`src/rtl/life_grid_engine.sv`:
```
// life_grid_engine
// ----------------------------------------------------------------------------
// Parametrised Conway's Game of Life engine (rule B3/S23) on a ROWS x COLS
// grid. It replaces the older fixed 8x8 block. Cell (r,c) lives at bit
// r*COLS+c of seed and grid. The engine advances one generation per update
// event. Update events come from a single step pulse while idle, or from a
// free-running tick divider while run is held high.
//
// Optional feature (macro LIFE_PERIOD2_DETECT_EN):
//   Adds a prev_grid register and the osc2 output, which flags period-2
//   oscillation. With HALT_ON_STABLE=1, osc2 also halts the engine.
//
// Parameters:
//   ROWS, COLS      grid dimensions (>=3 each)
//   GEN_W           generation counter width
//   TICK_DIV        clocks per generation while running (>=1)
//   HALT_ON_STABLE  1 = enter HALT when an update is stable/extinct(/osc2)
//
// Ports:
//   clk        system clock
//   reset      synchronous active-high reset
//   load       1-cycle pulse, loads seed and returns to IDLE from any state
//   seed       initial pattern, ROWS*COLS bits
//   run        level, free-run at the TICK_DIV rate
//   step       pulse, one generation while IDLE and run=0
//   wrap_mode  1 = toroidal neighbours, 0 = cells outside the grid are dead
//   grid       current generation
//   gen_count  generations since the last load, saturating
//   stable     the last update produced next == grid
//   extinct    grid == 0
//   halted     engine is in HALT
//   osc2       (macro only) the last update returned to the grid of two
//              generations ago
// ----------------------------------------------------------------------------

// One cell: apply B3/S23 to a 3x3 window whose centre (bit 4) is the cell.
module life_cell (
  input  logic [8:0] win,
  output logic       next
);
  logic [3:0] cnt;

  always_comb begin
    cnt = 4'd0;
    for (int k = 0; k < 9; k++) begin
      if (k != 4) cnt = cnt + {3'b000, win[k]};
    end
    next = win[4] ? (cnt == 4'd2 || cnt == 4'd3) : (cnt == 4'd3);
  end
endmodule

module life_grid_engine #(
  parameter int ROWS           = 8,
  parameter int COLS           = 8,
  parameter int GEN_W          = 16,
  parameter int TICK_DIV       = 1,
  parameter int HALT_ON_STABLE = 1
) (
  input  logic                 clk,
  input  logic                 reset,
  input  logic                 load,
  input  logic [ROWS*COLS-1:0] seed,
  input  logic                 run,
  input  logic                 step,
  input  logic                 wrap_mode,
  output logic [ROWS*COLS-1:0] grid,
  output logic [GEN_W-1:0]     gen_count,
  output logic                 stable,
  output logic                 extinct,
`ifdef LIFE_PERIOD2_DETECT_EN
  output logic                 osc2,
`endif
  output logic                 halted
);
  localparam int N  = ROWS * COLS;
  // The tick counter needs at least one bit even when TICK_DIV=1.
  localparam int TW = (TICK_DIV > 1) ? $clog2(TICK_DIV) : 1;

  typedef enum logic [1:0] {IDLE, RUN, HALT} state_t;

  state_t         state;
  logic [TW-1:0]  tick;
  logic [N-1:0]   next_grid;
  logic           tick_hit;
  logic           upd;
  logic           nxt_stable;
  logic           nxt_extinct;
  logic           halt_trig;

`ifdef LIFE_PERIOD2_DETECT_EN
  logic [N-1:0]   prev_grid;
  logic           nxt_osc2;
`endif

  // --------------------------------------------------------------------------
  // Next-generation array. Each cell builds its 3x3 window from the current
  // grid. Neighbour positions are known at elaboration time. A neighbour
  // inside the grid is wired straight through. A neighbour outside the grid
  // takes the wrapped cell, gated by wrap_mode, so wrap_mode=0 reads as dead.
  // --------------------------------------------------------------------------
  for (genvar r = 0; r < ROWS; r++) begin : g_row
    for (genvar c = 0; c < COLS; c++) begin : g_col
      logic [8:0] win;

      for (genvar i = 0; i < 3; i++) begin : g_dr
        for (genvar j = 0; j < 3; j++) begin : g_dc
          localparam int RI     = r + i - 1;
          localparam int CJ     = c + j - 1;
          localparam bit INSIDE = (RI >= 0) && (RI < ROWS) &&
                                  (CJ >= 0) && (CJ < COLS);
          localparam int RW     = (RI + ROWS) % ROWS;
          localparam int CW     = (CJ + COLS) % COLS;
          localparam int IDX    = RW * COLS + CW;

          if (INSIDE) begin : g_in
            assign win[i*3+j] = grid[IDX];
          end else begin : g_edge
            assign win[i*3+j] = wrap_mode & grid[IDX];
          end
        end
      end

      life_cell u_cell (
        .win  (win),
        .next (next_grid[r*COLS+c])
      );
    end
  end

  // --------------------------------------------------------------------------
  // Update event and halt decision
  // --------------------------------------------------------------------------
  assign tick_hit    = (tick == TW'(TICK_DIV - 1));
  // step is honoured only in IDLE with run low. In RUN, updates come from
  // the divider alone.
  assign upd         = ((state == IDLE) && !run && step) ||
                       ((state == RUN)  &&  run && tick_hit);
  assign nxt_stable  = (next_grid == grid);
  assign nxt_extinct = (next_grid == '0);

`ifdef LIFE_PERIOD2_DETECT_EN
  // A period-1 pattern also equals prev_grid, so it is excluded here. That
  // keeps osc2 reserved for true period-2 behaviour.
  assign nxt_osc2  = (next_grid == prev_grid) && !nxt_stable;
  assign halt_trig = (HALT_ON_STABLE != 0) &&
                     (nxt_stable || nxt_extinct || nxt_osc2);
`else
  assign halt_trig = (HALT_ON_STABLE != 0) && (nxt_stable || nxt_extinct);
`endif

  // --------------------------------------------------------------------------
  // State, counters and registered outputs
  // --------------------------------------------------------------------------
  always_ff @(posedge clk) begin
    if (reset) begin
      state     <= IDLE;
      tick      <= '0;
      grid      <= '0;
      gen_count <= '0;
      stable    <= 1'b0;
      extinct   <= 1'b1;
      halted    <= 1'b0;
`ifdef LIFE_PERIOD2_DETECT_EN
      prev_grid <= '0;
      osc2      <= 1'b0;
`endif
    end else if (load) begin
      state     <= IDLE;
      tick      <= '0;
      grid      <= seed;
      gen_count <= '0;
      stable    <= 1'b0;
      extinct   <= (seed == '0);
      halted    <= 1'b0;
`ifdef LIFE_PERIOD2_DETECT_EN
      prev_grid <= '0;
      osc2      <= 1'b0;
`endif
    end else begin
      case (state)
        IDLE: begin
          if (run) begin
            state <= RUN;
            tick  <= '0;
          end
        end
        RUN: begin
          if (!run) begin
            state <= IDLE;
            tick  <= '0;
          end else if (tick_hit) begin
            tick <= '0;
          end else begin
            tick <= tick + TW'(1);
          end
        end
        HALT: ;
        default: state <= IDLE;
      endcase

      if (upd) begin
        grid    <= next_grid;
        stable  <= nxt_stable;
        extinct <= nxt_extinct;
        if (gen_count != {GEN_W{1'b1}})
          gen_count <= gen_count + GEN_W'(1);
`ifdef LIFE_PERIOD2_DETECT_EN
        osc2      <= nxt_osc2;
        prev_grid <= grid;
`endif
        // The halt check covers every update, stepped or free-running. A
        // stepped pattern that dies out or freezes therefore parks in HALT
        // as well. This assignment comes after the case above, so it
        // overrides any transition made there.
        if (halt_trig) begin
          state  <= HALT;
          halted <= 1'b1;
        end
      end
    end
  end

endmodule
```
`config.mk`:
```
export PLATFORM = sky130hd
export DESIGN_NAME = life_grid_engine
export DESIGN_NICKNAME = d
export VERILOG_FILES = /design/src/rtl/life_grid_engine.sv
export SDC_FILE = /design/constraint.sdc
export NUM_CORES = 1
export LEC_CHECK = 0
export BUFFER_PORTS_ARGS = -buffer_cell sky130_fd_sc_hd__buf_2
export CORE_ASPECT_RATIO = 1.4
export CORE_MARGIN = 2
export CORE_UTILIZATION = 25
export DETAILED_ROUTE_END_ITERATION = 10
export SLEW_MARGIN = 20
export SYNTH_ARGS = -nofsm -noshare
export SYNTH_HDL_FRONTEND = slang
export SYNTH_SLANG_ARGS = --single-unit
```
`constraint.sdc`:
```
create_clock -name clk -period 4.9 [get_ports clk]
set_input_delay 0.49 -clock clk [delete_from_list [all_inputs] [get_ports clk]]
set_output_delay 0.49 -clock clk [all_outputs]
set_load 0.05 [all_outputs]
```
**Yosys cells after proc, flatten, opt, wreduce, memory -nomap -nowiden**

Index checks and enable logic that the tools add are counted.

- Logic and storage cells: 776
- Bits in registers: 86

- Muxes and demuxes: 77
- Reduce and logical (&&, ||, !) cells: 80
- Add/sub/neg operators: 450
- Equality and inequality tests: 133
- Bitwise logic cells: 29

Operator list:

| operator | number |
|---|---|
| $add A4 B1 Y4 | 384 |
| $eq A4 B2 Y1 const B | 128 |
| $add A1 B1 Y2 | 64 |
| $logic_not A64 Y1 | 2 |
| $mux W64 | 2 |
| $mux W1 | 69 |
| $logic_or A1 B1 Y1 | 66 |
| $eq A64 B64 Y1 | 1 |
| $and A1 B1 Y1 | 28 |
| $add A16 B1 Y16 const B | 1 |
| $ne A16 B16 Y1 const B | 1 |
| $mux W2 | 4 |
| $pmux W2 S3 | 1 |
| $reduce_and A2 Y1 | 3 |
| $logic_and A1 B1 Y1 | 4 |
| $reduce_bool A2 Y1 | 2 |
| $eq A2 B1 Y1 const B | 1 |
| $eq A2 B2 Y1 const B | 1 |
| $logic_not A2 Y1 | 1 |
| $ne A2 B2 Y1 const B | 1 |
| $pmux W1 S2 | 1 |
| $reduce_or A2 Y1 | 1 |
| $add A1 B1 Y1 const B | 1 |
| $logic_not A1 Y1 | 1 |
| $not A1 Y1 | 1 |

**Depth between registers and ports, before layout**

Gate-level depths: netlist of the first run.

- Depth in word-level cells: 15
- Mapped depth: 20
- Gate-level depth less buffers: 18

**Cells and area by module**

Synthesis of the first run repeated with hierarchy kept, for this count alone.

- Cell total of the unflattened synthesis: 2200
- Area, all modules: 18018.5 um2

Modules (own cells, without submodules):

| module | instances | cells an instance | area each (um2) | seq. area each (um2) |
|---|---|---|---|---|
| life_cell | 64 | 23 | 200.2 | 0.0 |
| life_grid_engine | 1 | 728 | 5206.2 | 1701.6 |

**Worst setup path after synthesis of the first run**

OpenSTA, ideal clock, no wires.

- Kind: input port to flip-flop
- Start point: in wrap_mode
- End point: reg state[0]
- Arrival: 5.013 ns
- Setup slack: -0.240 ns
- Required time: 4.773 ns
- Stages: 18
- Setup time: 0.127 ns
- Cells stage by stage: clkbuf_1 buf_1 nand2_1 inv_1 ha_1 inv_1 fa_1 fa_1 inv_1 fa_1 inv_1 fa_1 a222oi_1 nand4_1 a2111oi_0 nand4_2 or4_4 o2bb2ai_1

- Cells in the longest elaborated chain, start to end: 15
- Elaborated cells on any way between the ends: 310

Ends and longest elaborated chain:

| item | line | RTL |
|---|---|---|
| start, declared | 65 | `input logic wrap_mode,` |
| $and A1 B1 Y1 | 118 | `assign win[i*3+j] = wrap_mode & grid[IDX];` |
| $add A1 B1 Y2 | 46 | `if (k != 4) cnt = cnt + {3'b000, win[k]};` |
| $add A4 B1 Y4 (6 in series) | 46 |  |
| $eq A4 B2 Y1 | 48 | `next = win[4] ? (cnt == 4'd2 \|\| cnt == 4'd3) : (cnt == 4'd3);` |
| $logic_or A1 B1 Y1 | 48 |  |
| $mux W1 | 48 |  |
| $eq A64 B64 Y1 / $logic_not A64 Y1 (equally long branches) | 138, 139 |  |
| $logic_or A1 B1 Y1 * | 148 | `assign halt_trig = (HALT_ON_STABLE != 0) && (nxt_stable \|\| nxt_extinct);` |
| $mux W2 * | 215 | `if (halt_trig) begin` |
| $mux W2 * | 201 | `if (upd) begin` |
| end signal, assigned | 156 | `state <= IDLE;` |
| end signal, assigned | 198 | `default: state <= IDLE;` |
| end signal, assigned | 216 | `state <= HALT;` |
| end, declared | 81 | `state_t state;` |

Mark *: on every way between the ends. The rest lies on a longest branch, timed or not.
A chain may end at the register's enable or synchronous reset.

**Worst setup path after layout of the first run**

- Start point: reg grid[3]
- End point: reg state[0]

- Cells in the longest elaborated chain, start to end: 14
- Elaborated cells on any way between the ends: 74

Ends and longest elaborated chain:

| item | line | RTL |
|---|---|---|
| start, declared | 66 | `output logic [ROWS*COLS-1:0] grid,` |
| start signal, assigned | 202 | `grid <= next_grid;` |
| $add A1 B1 Y2 | 46 |  |
| $add A4 B1 Y4 (6 in series) | 46 |  |
| $eq A4 B2 Y1 | 48 |  |
| $logic_or A1 B1 Y1 | 48 |  |
| $mux W1 | 48 |  |
| $eq A64 B64 Y1 / $logic_not A64 Y1 (equally long branches) | 138, 139 |  |
| $logic_or A1 B1 Y1 * | 148 |  |
| $mux W2 * | 215 |  |
| $mux W2 * | 201 |  |

Marks and branches as above.

==> impl_summary.txt, run 1 <==
----------------------------------------------------
[Status]
  Result of the run ... finished, violations left
  Failing checks ... negative setup slack

[Worst setup path]
  Worst-path cell with the longest stage delay ... or4_4
  Worst R2R End ... state[0]$_SDFF_PP0_
  Most numerous cell on the critical path ... fa_1
  Critical path startpoint category ... flip-flop
  Number of buffer and inverter instances along the worst setup path ... 4
  Maximum fanout encountered on the critical timing path ... 4
  Cell Chain, Critical Path ... ha_1 > inv_1 > fa_1 > fa_1 > inv_1 > fa_1 > inv_1 > fa_1 > nor4b_1 > a22oi_1 > mux2i_1 > buf_4 > nand4_1 > nor4_2 > nand4_1 > or4_4 > o2bb2ai_1
  Number of logic stages on the critical path including buffering ... 17
  R2r setup slk ... -0.05 ns
  Critical path data arrival time ... 5.21 ns
  FF-to-FF Start ... grid[3]$_SDFFE_PP0P_
  Stage delay of the slowest cell on the critical path ... 0.58 ns
  Sort of element at the end of the critical path ... flip-flop
  Crit path max-delay family ... adder cells
  Crit Path Category ... flip-flop to flip-flop
  WP data required ... 5.16 ns
  Setup crit end ... state[0]$_SDFF_PP0_
  Launching element of the worst setup path ... grid[3]$_SDFFE_PP0P_
  Depth of the most critical reg-to-reg path ... 17

[STA]
  Final sum of negative setup slack ... -0.0723 ns
  Period Utilization, post-route ... 101%
  Setup repair after global routing missed its margin ... yes
  Max-slew violation total from the final report ... 0
  Max-Slew Margin vs Limit ... 29.0%
  Final setup skew ... 0.0295 ns
  Final WS setup ... -0.0489 ns
  Worst-case hold slack ... 0.334 ns
  Peak clock frequency supported by timing ... 0.202 GHz
  Final number of setup-violating endpoints ... 2
  Measured slew at the worst slew-check pin ... 1.06 ns
  Minimum clock period after layout ... 4.95 ns
  Final hold vios ... 0

[Detailed routing]
  Routed Wire Length ... 86900 um
  Count of routing violations after the opening detailed-route iteration ... 1339
  TritonRoute pass-1 iters ... 8
  Count of unresolved DRC violations after routing ... 0
  DR WL/cell ... 24.5 um
  Post-detailed-route count of antenna-violating nets ... 0
  Overall via count from detail_route ... 17866
  Mean number of vias per cell ... 5.03

[Pwr]
  Power per Cell Area ... 358 nW/um^2
  Switching power summed over all nets ... 4360 uW
  Switching part of the total power ... 53.7%
  Clock power frac ... 10.2%
  Cell internal power dissipation ... 3750 uW
  P_leak ... 0.0110 uW
  Gate power share ... 79.5%
  Sequential group share of total power ... 10.3%
  Peak ir drop on the vdd network ... 0.184 mV

[Die]
  Num rows ... 114
  Boundary Pins ... 153
  Overall die height ... 317 um
  Core Footprint ... 69300 um^2
  Die ar. ... 72300 um^2
  Initial cell density of the core ... 25.3%
  Die extent in x ... 228 um

[GRT]
  Vias in the first global route ... 17879
  Global-route wire length before repair ... 124000 um
  Total congestion overflow ... 0
  Number of antenna violations at the first check in global routing ... 7
  Total GRT Usage ... 23.9%
  Maximum number of pins on one net before global-route repair ... 67

[Layout]
  Proportion of layout cells with a drive suffix above 1 ... 24.7%
  Share of the core filled with cells in the final layout ... 32.7%
  Cell area after layout ... 22700 um^2
  NumNets Final ... 3129
  Layout area overhead ... 29.2%
  Sequential standard cell area ... 1770 um^2
  Filler Cells Inserted ... 7472
  Multi-input gate area in the final layout ... 14200 um^2

[Place]
  Final estimated routing congestion in global placement ... 1.07
  Port-buffer cells ... 152
  Standard cell area after detailed placement ... 21800 um^2
  Worst slack at placement ... -0.647 ns
  Final HPWL DP ... 74600 um

[Synth]
  Area of the mapped netlist ... 17500 um^2
  Instance count of the mapped netlist ... 2165
  Predominant post-synthesis flop cell ... dfxtp_1
  Cell variety after synth ... 85
  Post-synthesis area per instance ... 8.10 um^2
  Number of synthesized flops with an enable pin ... 0
  Synthesis Warnings ... 0
  Post-Synthesis Net Count ... 2680
  Post-synthesis async set-or-reset flop share ... 0%
  Sequential area share after synthesis ... 9.70%
  Post-synthesis sequential element count ... 85

[Clock network]
  CTS root buffer ... clkbuf_16
  CTS H-tree lvls ... 3
  Clock Latency Late Sink ... 0.42 ns
  Max clock buf depth ... 2
  Num CTS Buffers ... 9
  Clk sinks ... 85
  Clock transition time at the flip-flop clock pins of the worst setup and hold paths ... 0.10 ns
  # hold bufs at CTS ... 0
  Clock tree from TritonCTS ... yes

[Worst hold path]
  Min-delay src ... seed[45]
  Path class of the lowest-slack min-delay path ... primary input to flip-flop

[Job]
  Number of maximum-capacitance constraint violations ... 0

----------------------------------------------------
-- placed cells by master (no fill, tap or decap), types with 7 or more instances in the layout --
| master | n |
|---|---|
| nor2b_1 | 51 |
| a21oi_2 | 7 |
| nand3_1 | 34 |
| nor4b_2 | 7 |
| nor2_1 | 229 |
| a22oi_1 | 19 |
| a211o_1 | 13 |
| o21ai_0 | 26 |
| nand4_1 | 24 |
| inv_1 | 458 |
| a211oi_1 | 36 |
| buf_12 | 7 |
| buf_2 | 150 |
| dfxtp_4 | 7 |
| a21oi_1 | 175 |
| and3_1 | 10 |
| fa_2 | 11 |
| nand3b_1 | 8 |
| and4_1 | 7 |
| nor3_1 | 37 |
| fa_1 | 237 |
| dfxtp_2 | 30 |
| o21bai_1 | 12 |
| nor4_1 | 21 |
| or2_2 | 11 |
| inv_2 | 9 |
| xor2_1 | 18 |
| clkbuf_16 | 10 |
| nand2_1 | 107 |
| dfxtp_1 | 48 |
| nor4b_1 | 9 |
| or3_1 | 7 |
| nor3b_1 | 34 |
| nand2b_1 | 28 |
| mux2i_1 | 11 |
| a31oi_1 | 20 |
| ha_1 | 194 |
| o22ai_1 | 7 |
| buf_4 | 318 |
-- power by group through the flow --
stage / registers (uW) / logic, uW / clock network, uW
final: 834 / 6450 / 824
after global routing: 838 / 6950 / 845
after CTS: 833 / 6180 / 831
after detailed placement: 846 / 6100 / 0
after global placement: 847 / 6060 / 0
after floorplan: 1060 / 3190 / 0
-- what timing repair did --
| action | CTS | global route |
|---|---|---|
| setup endpoints to repair | 4 | 5 |
| gates cloned | 0 | 1 |
| hold endpoints to repair | 0 | 0 |
| resized for setup | 28 | 97 |
| setup buffers | 0 | 16 |
| pin swaps | 5 | 38 |
-- metal layers --
| layer | routed length (um) | track usage [%] | up-vias | share of wire (%) |
|---|---|---|---|---|
| met5 | 41 | 0 | - | 0.047 |
| met1 | 33300 | 28.1 | 8781 | 38 |
| met2 | 39800 | 39.3 | 752 | 46 |
| li1 | - | - | 8089 | - |
| met3 | 5550 | 3.73 | 238 | 6.4 |
| met4 | 8210 | 17.7 | 6 | 9.4 |
-- synthesized netlist by cell type (7+ instances only) --
cell type / instances / area [um^2]
and4_1: 7 / 61.3
nand4_1: 24 / 150
xor2_1: 18 / 158
nand3b_1: 8 / 60.1
dfxtp_1: 85 / 1700
nor2_1: 229 / 860
a22oi_1: 20 / 150
a211o_1: 13 / 114
mux2i_1: 15 / 150
and3_1: 10 / 62.6
nor3b_1: 39 / 293
nor4_1: 25 / 156
nor2b_1: 51 / 319
o22ai_1: 7 / 43.8
ha_1: 197 / 2460
nand3_1: 35 / 175
inv_1: 471 / 1770
a2111oi_0: 7 / 61.3
nor4b_1: 17 / 149
a21oi_1: 183 / 916
a211oi_1: 40 / 300
a31oi_1: 22 / 138
o21ai_0: 28 / 140
nand2_1: 110 / 413
fa_1: 248 / 4960
o21bai_1: 12 / 90.1
nor3_1: 38 / 190
or3_1: 7 / 43.8
or2_2: 11 / 68.8
clkbuf_1: 38 / 143
nand2b_1: 30 / 188
-- layout make-up --
cell class | count | area share, %
multi-input cells | 1561 | 62.8
repair buffers | 485 | 15.1
inverters | 472 | 7.90
flip-flops and latches | 85 | 7.79
well taps | 928 | 5.12
clock buffers | 9 | 0.994
clock inverters | 7 | 0.320
diodes | 2 | 0.0221
-- flip-flops by register name (all words and copies together) (netlist names) --
name	cells
stable	1
halted	1
state	2
grid	64
extinct	1
gen_count	16
-- how the worst min path moves through the flow --
stage                                      end  cells past startpoint
global placement    gen_count[10]$_SDFFE_PP0P_                      2
detailed placement   gen_count[8]$_SDFFE_PP0P_                      2
finish                   grid[45]$_SDFFE_PP0P_                      3
global route             grid[45]$_SDFFE_PP0P_                      3
CTS                      grid[45]$_SDFFE_PP0P_                      3
floorplan                  state[0]$_SDFF_PP0_                      2
-- stage by stage --
step	cells	total power, uW
after floorplan	2165	4260
after global placement	3515	6900
after detailed placement	3515	6940
after CTS	3531	7840
after global routing	3547	8640
final	3549	8110
-- tightest hold or removal path, delay by kind of cell --
family | cells | cell delay (ns)
AND/OR/NAND/NOR | 1 | 0.07
buffers and inverters | 1 | 0.09
AO/OA/AOI/OAI | 1 | 0.06
-- logic make-up after synthesis --
family	Yosys count	share of synthesized area (%)
and+or+nand+nor	676	19.9
buffers and inverters	519	11.2
adders and majority gates	445	42.3
AOI/OAI and AO/OA	399	14.6
DFF	85	9.70
xor gates and xnor gates	24	1.20
muxes	17	0.984
(Power assumes the default switching activity.)
==> run 2, diff against run 1 <==
==> constraint.sdc (replaced) <==
create_clock -name clk -period 4.09 [get_ports clk]
set_input_delay 0.409 -clock clk [delete_from_list [all_inputs] [get_ports clk]]
set_output_delay 0.409 -clock clk [all_outputs]
set_load 0.05 [all_outputs]
==> run 2 against run 1 <==
- clock skew is 0.015 ns lower
- largest cell class unchanged
- largest power group unchanged
- sequential cell count stayed put
- wire length is 3.8% higher
- cell count is 6.3% higher
- the flow still finishes with violations (negative setup slack)
- register-to-register slack worse by 0.63 ns
- non-clock buffer count is 223 higher
- maximum frequency is 3.8% higher
- clock power is 21% higher
- critical endpoint is now stable$_SDFFE_PP0P_
- via count is 5.7% higher
- hold slack worse by 0.064 ns
==> impl_summary.txt, run 2 (synthesized netlist as in run 1, its figures left out) <==
----------------------------------------------------
[Status]
  Result of the run ... finished, violations left (unchanged)
  Failing checks ... negative setup slack (unchanged)

[Die]
  Die extent in x ... 228 um (unchanged)
  Boundary Pins ... 153 (unchanged)
  Core Footprint ... 69300 um^2 (unchanged)
  Die ar. ... 72300 um^2 (unchanged)
  Overall die height ... 317 um (unchanged)
  Initial cell density of the core ... 25.3% (unchanged)
  Num rows ... 114 (unchanged)

[STA]
  Final sum of negative setup slack ... -2.88 ns (was -0.0723 ns)
  Period Utilization, post-route ... 117% (was 101%)
  Measured slew at the worst slew-check pin ... 1.18 ns (was 1.06 ns)
  Setup repair after global routing missed its margin ... yes (unchanged)
  Minimum clock period after layout ... 4.77 ns (was 4.95 ns)
  Max-Slew Margin vs Limit ... 20.4% (was 29.0%)
  Final number of setup-violating endpoints ... 5 (was 2)
  Final WS setup ... -0.680 ns (was -0.0489 ns)
  Max-slew violation total from the final report ... 0 (unchanged)
  Final hold vios ... 0 (unchanged)
  Final setup skew ... 0.0143 ns (was 0.0295 ns)
  Peak clock frequency supported by timing ... 0.210 GHz (was 0.202 GHz)

[Clock network]
  Clock Latency Late Sink ... 0.41 ns (was 0.42 ns)
  Clock transition time at the flip-flop clock pins of the worst setup and hold paths ... 0.08 ns (was 0.10 ns)
  CTS H-tree lvls ... 3 (unchanged)
  Clk sinks ... 85 (unchanged)
  Num CTS Buffers ... 9 (unchanged)
  Clock tree from TritonCTS ... yes (unchanged)
  CTS root buffer ... clkbuf_16 (unchanged)
  Max clock buf depth ... 2 (unchanged)

[GRT]
  Total GRT Usage ... 24.6% (was 23.9%)
  Vias in the first global route ... 19105 (was 17879)
  Number of antenna violations at the first check in global routing ... 0 (was 7)
  Total congestion overflow ... 0 (unchanged)
  Maximum number of pins on one net before global-route repair ... 69 (was 67)
  Global-route wire length before repair ... 128000 um (was 124000 um)

[Place]
  Final HPWL DP ... 78000 um (was 74600 um)
  Worst slack at placement ... -0.967 ns (was -0.647 ns)
  Port-buffer cells ... 152 (unchanged)
  Standard cell area after detailed placement ... 23600 um^2 (was 21800 um^2)
  Final estimated routing congestion in global placement ... 1.11 (was 1.07)

[Worst setup path]
  Critical path data arrival time ... 5.10 ns (was 5.21 ns)
  Most numerous cell on the critical path ... fa_1 (unchanged)
  Number of buffer and inverter instances along the worst setup path ... 4 (unchanged)
  Worst-path cell with the longest stage delay ... fa_1 (was or4_4)
  Crit Path Category ... flip-flop to flip-flop (unchanged)
  Crit path max-delay family ... adder cells (unchanged)
  Sort of element at the end of the critical path ... flip-flop (unchanged)
  Cell Chain, Critical Path ... buf_6 > ha_1 > inv_1 > fa_1 > fa_1 > inv_1 > fa_1 > inv_1 > fa_1 > nor4b_2 > a21oi_2 > a211o_1 > nor4_1 > nand4_1 > or4_4 > o31ai_4 (was ha_1 > inv_1 > fa_1 > fa_1 > inv_1 > fa_1 > inv_1 > fa_1 > nor4b_1 > a22oi_1 > mux2i_1 > buf_4 > nand4_1 > nor4_2 > nand4_1 > or4_4 > o2bb2ai_1)
  Stage delay of the slowest cell on the critical path ... 0.51 ns (was 0.58 ns)
  Maximum fanout encountered on the critical timing path ... 8 (was 4)
  WP data required ... 4.42 ns (was 5.16 ns)
  Critical path startpoint category ... flip-flop (unchanged)

[Layout]
  Commonest cells after routing, fill and taps aside ... buf_4, inv_1, nor2_1 (was inv_1, buf_4, fa_1)
  Cell area after layout ... 25000 um^2 (was 22700 um^2)
  Largest registers in the final layout ... grid (64), gen_count (16), state (2) (unchanged)
  Share of the core filled with cells in the final layout ... 36.0% (was 32.7%)
  Most frequent standard cell in the layout excluding fill and tap cells ... buf_4 (was inv_1)
  Proportion of layout cells with a drive suffix above 1 ... 34.2% (was 24.7%)
  Largest register FFs ... 64 (unchanged)
  NumNets Final ... 3352 (was 3129)
  Layout area overhead ... 42.2% (was 29.2%)
  Register bank with the most flops ... grid (unchanged)

[Pwr]
  P_leak ... 0.0122 uW (was 0.0110 uW)
  Power per Cell Area ... 431 nW/um^2 (was 358 nW/um^2)
  Total power of the final layout ... 10700 uW (was 8110 uW)
  Peak ir drop on the vdd network ... 0.238 mV (was 0.184 mV)

[Worst hold path]
  Path class of the lowest-slack min-delay path ... primary input to flip-flop (unchanged)

[Detailed routing]
  DR WL/cell ... 23.9 um (was 24.5 um)
  Mean number of vias per cell ... 5.01 (was 5.03)
  Overall via count from detail_route ... 18882 (was 17866)
  Post-detailed-route count of antenna-violating nets ... 0 (unchanged)
  TritonRoute pass-1 iters ... 6 (was 8)
  Routed Wire Length ... 90200 um (was 86900 um)
  Count of unresolved DRC violations after routing ... 0 (unchanged)
  Count of routing violations after the opening detailed-route iteration ... 1293 (was 1339)

[Job]
  Number of maximum-capacitance constraint violations ... 0 (unchanged)

----------------------------------------------------
## run 2: changes by cell type in the layout (fill, tap and decap cells not counted), moves of 10 or more
cell	change
inv_1	-10
dfxtp_4	+30
a211oi_1	-10
buf_4	+212
fa_1	-11
dfxtp_1	-26
fa_2	+11
## run 2: stage by stage
stage | instances | hold WS (ns)
after detailed placement | 3726 | 0.498
final | 3771 | 0.270
after CTS | 3759 | 0.244
after global routing | 3770 | 0.292
after floorplan | 2165 | 0.550
after global placement | 3726 | 0.478
## run 2: path summary, 6_finish.rpt
check                                  from                        end  slack [ns]  cells past startpoint
setup / recovery      grid[22]$_SDFFE_PP0P_        stable$_SDFFE_PP0P_       -0.68                     16
hold / removal                     seed[44]      grid[44]$_SDFFE_PP0P_        0.27                      3
setup reg to reg      grid[22]$_SDFFE_PP0P_        stable$_SDFFE_PP0P_       -0.68                     16
hold reg to reg   gen_count[8]$_SDFFE_PP0P_  gen_count[8]$_SDFFE_PP0P_        0.50                      2
## run 2: repair_timing
action / in CTS / in global routing
gates cloned: 0 / 0
buffers inserted: 18 / 14
setup endpoints to repair: 10 / 21
gates resized for setup: 100 / 78
pin swaps: 51 / 57
hold buffers: 0 / 0
## run 2: layout make-up
class | instances | area (um^2)
flip-flops and latches | 85 | 1870
repair buffers | 708 | 5140
multi-input cells | 1561 | 14700
fillers | 7255 | 44400
well taps | 928 | 1160
inverters | 472 | 1790
clock buffers | 11 | 233
clock inverters | 5 | 82.6
diodes | 1 | 2.50
## run 2: power breakdown
group	switching (uW)	total, uW	leakage, uW	internal [uW]
clock	458	997	0.000151	539
sequential	106	1000	0.000732	898
combinational	4850	8740	0.0114	3900
## run 2: metal layers
metal / track usage (%) / routed length (um) / share of wire, % / vias to the layer above
met2: 41.5 / 42000 / 47 / 776
li1: - / - / - / 8538
met1: 26.5 / 33100 / 37 / 9255
met5: 0 / 0 / 0 / -
met3: 3.32 / 4710 / 5.2 / 313
met4: 22.9 / 10400 / 12 / 0
## run 2: tightest hold or removal path, cell delays in order
cell and delay [ns]:
buf_2 0.10, a21oi_1 0.06, nor2_1 0.07
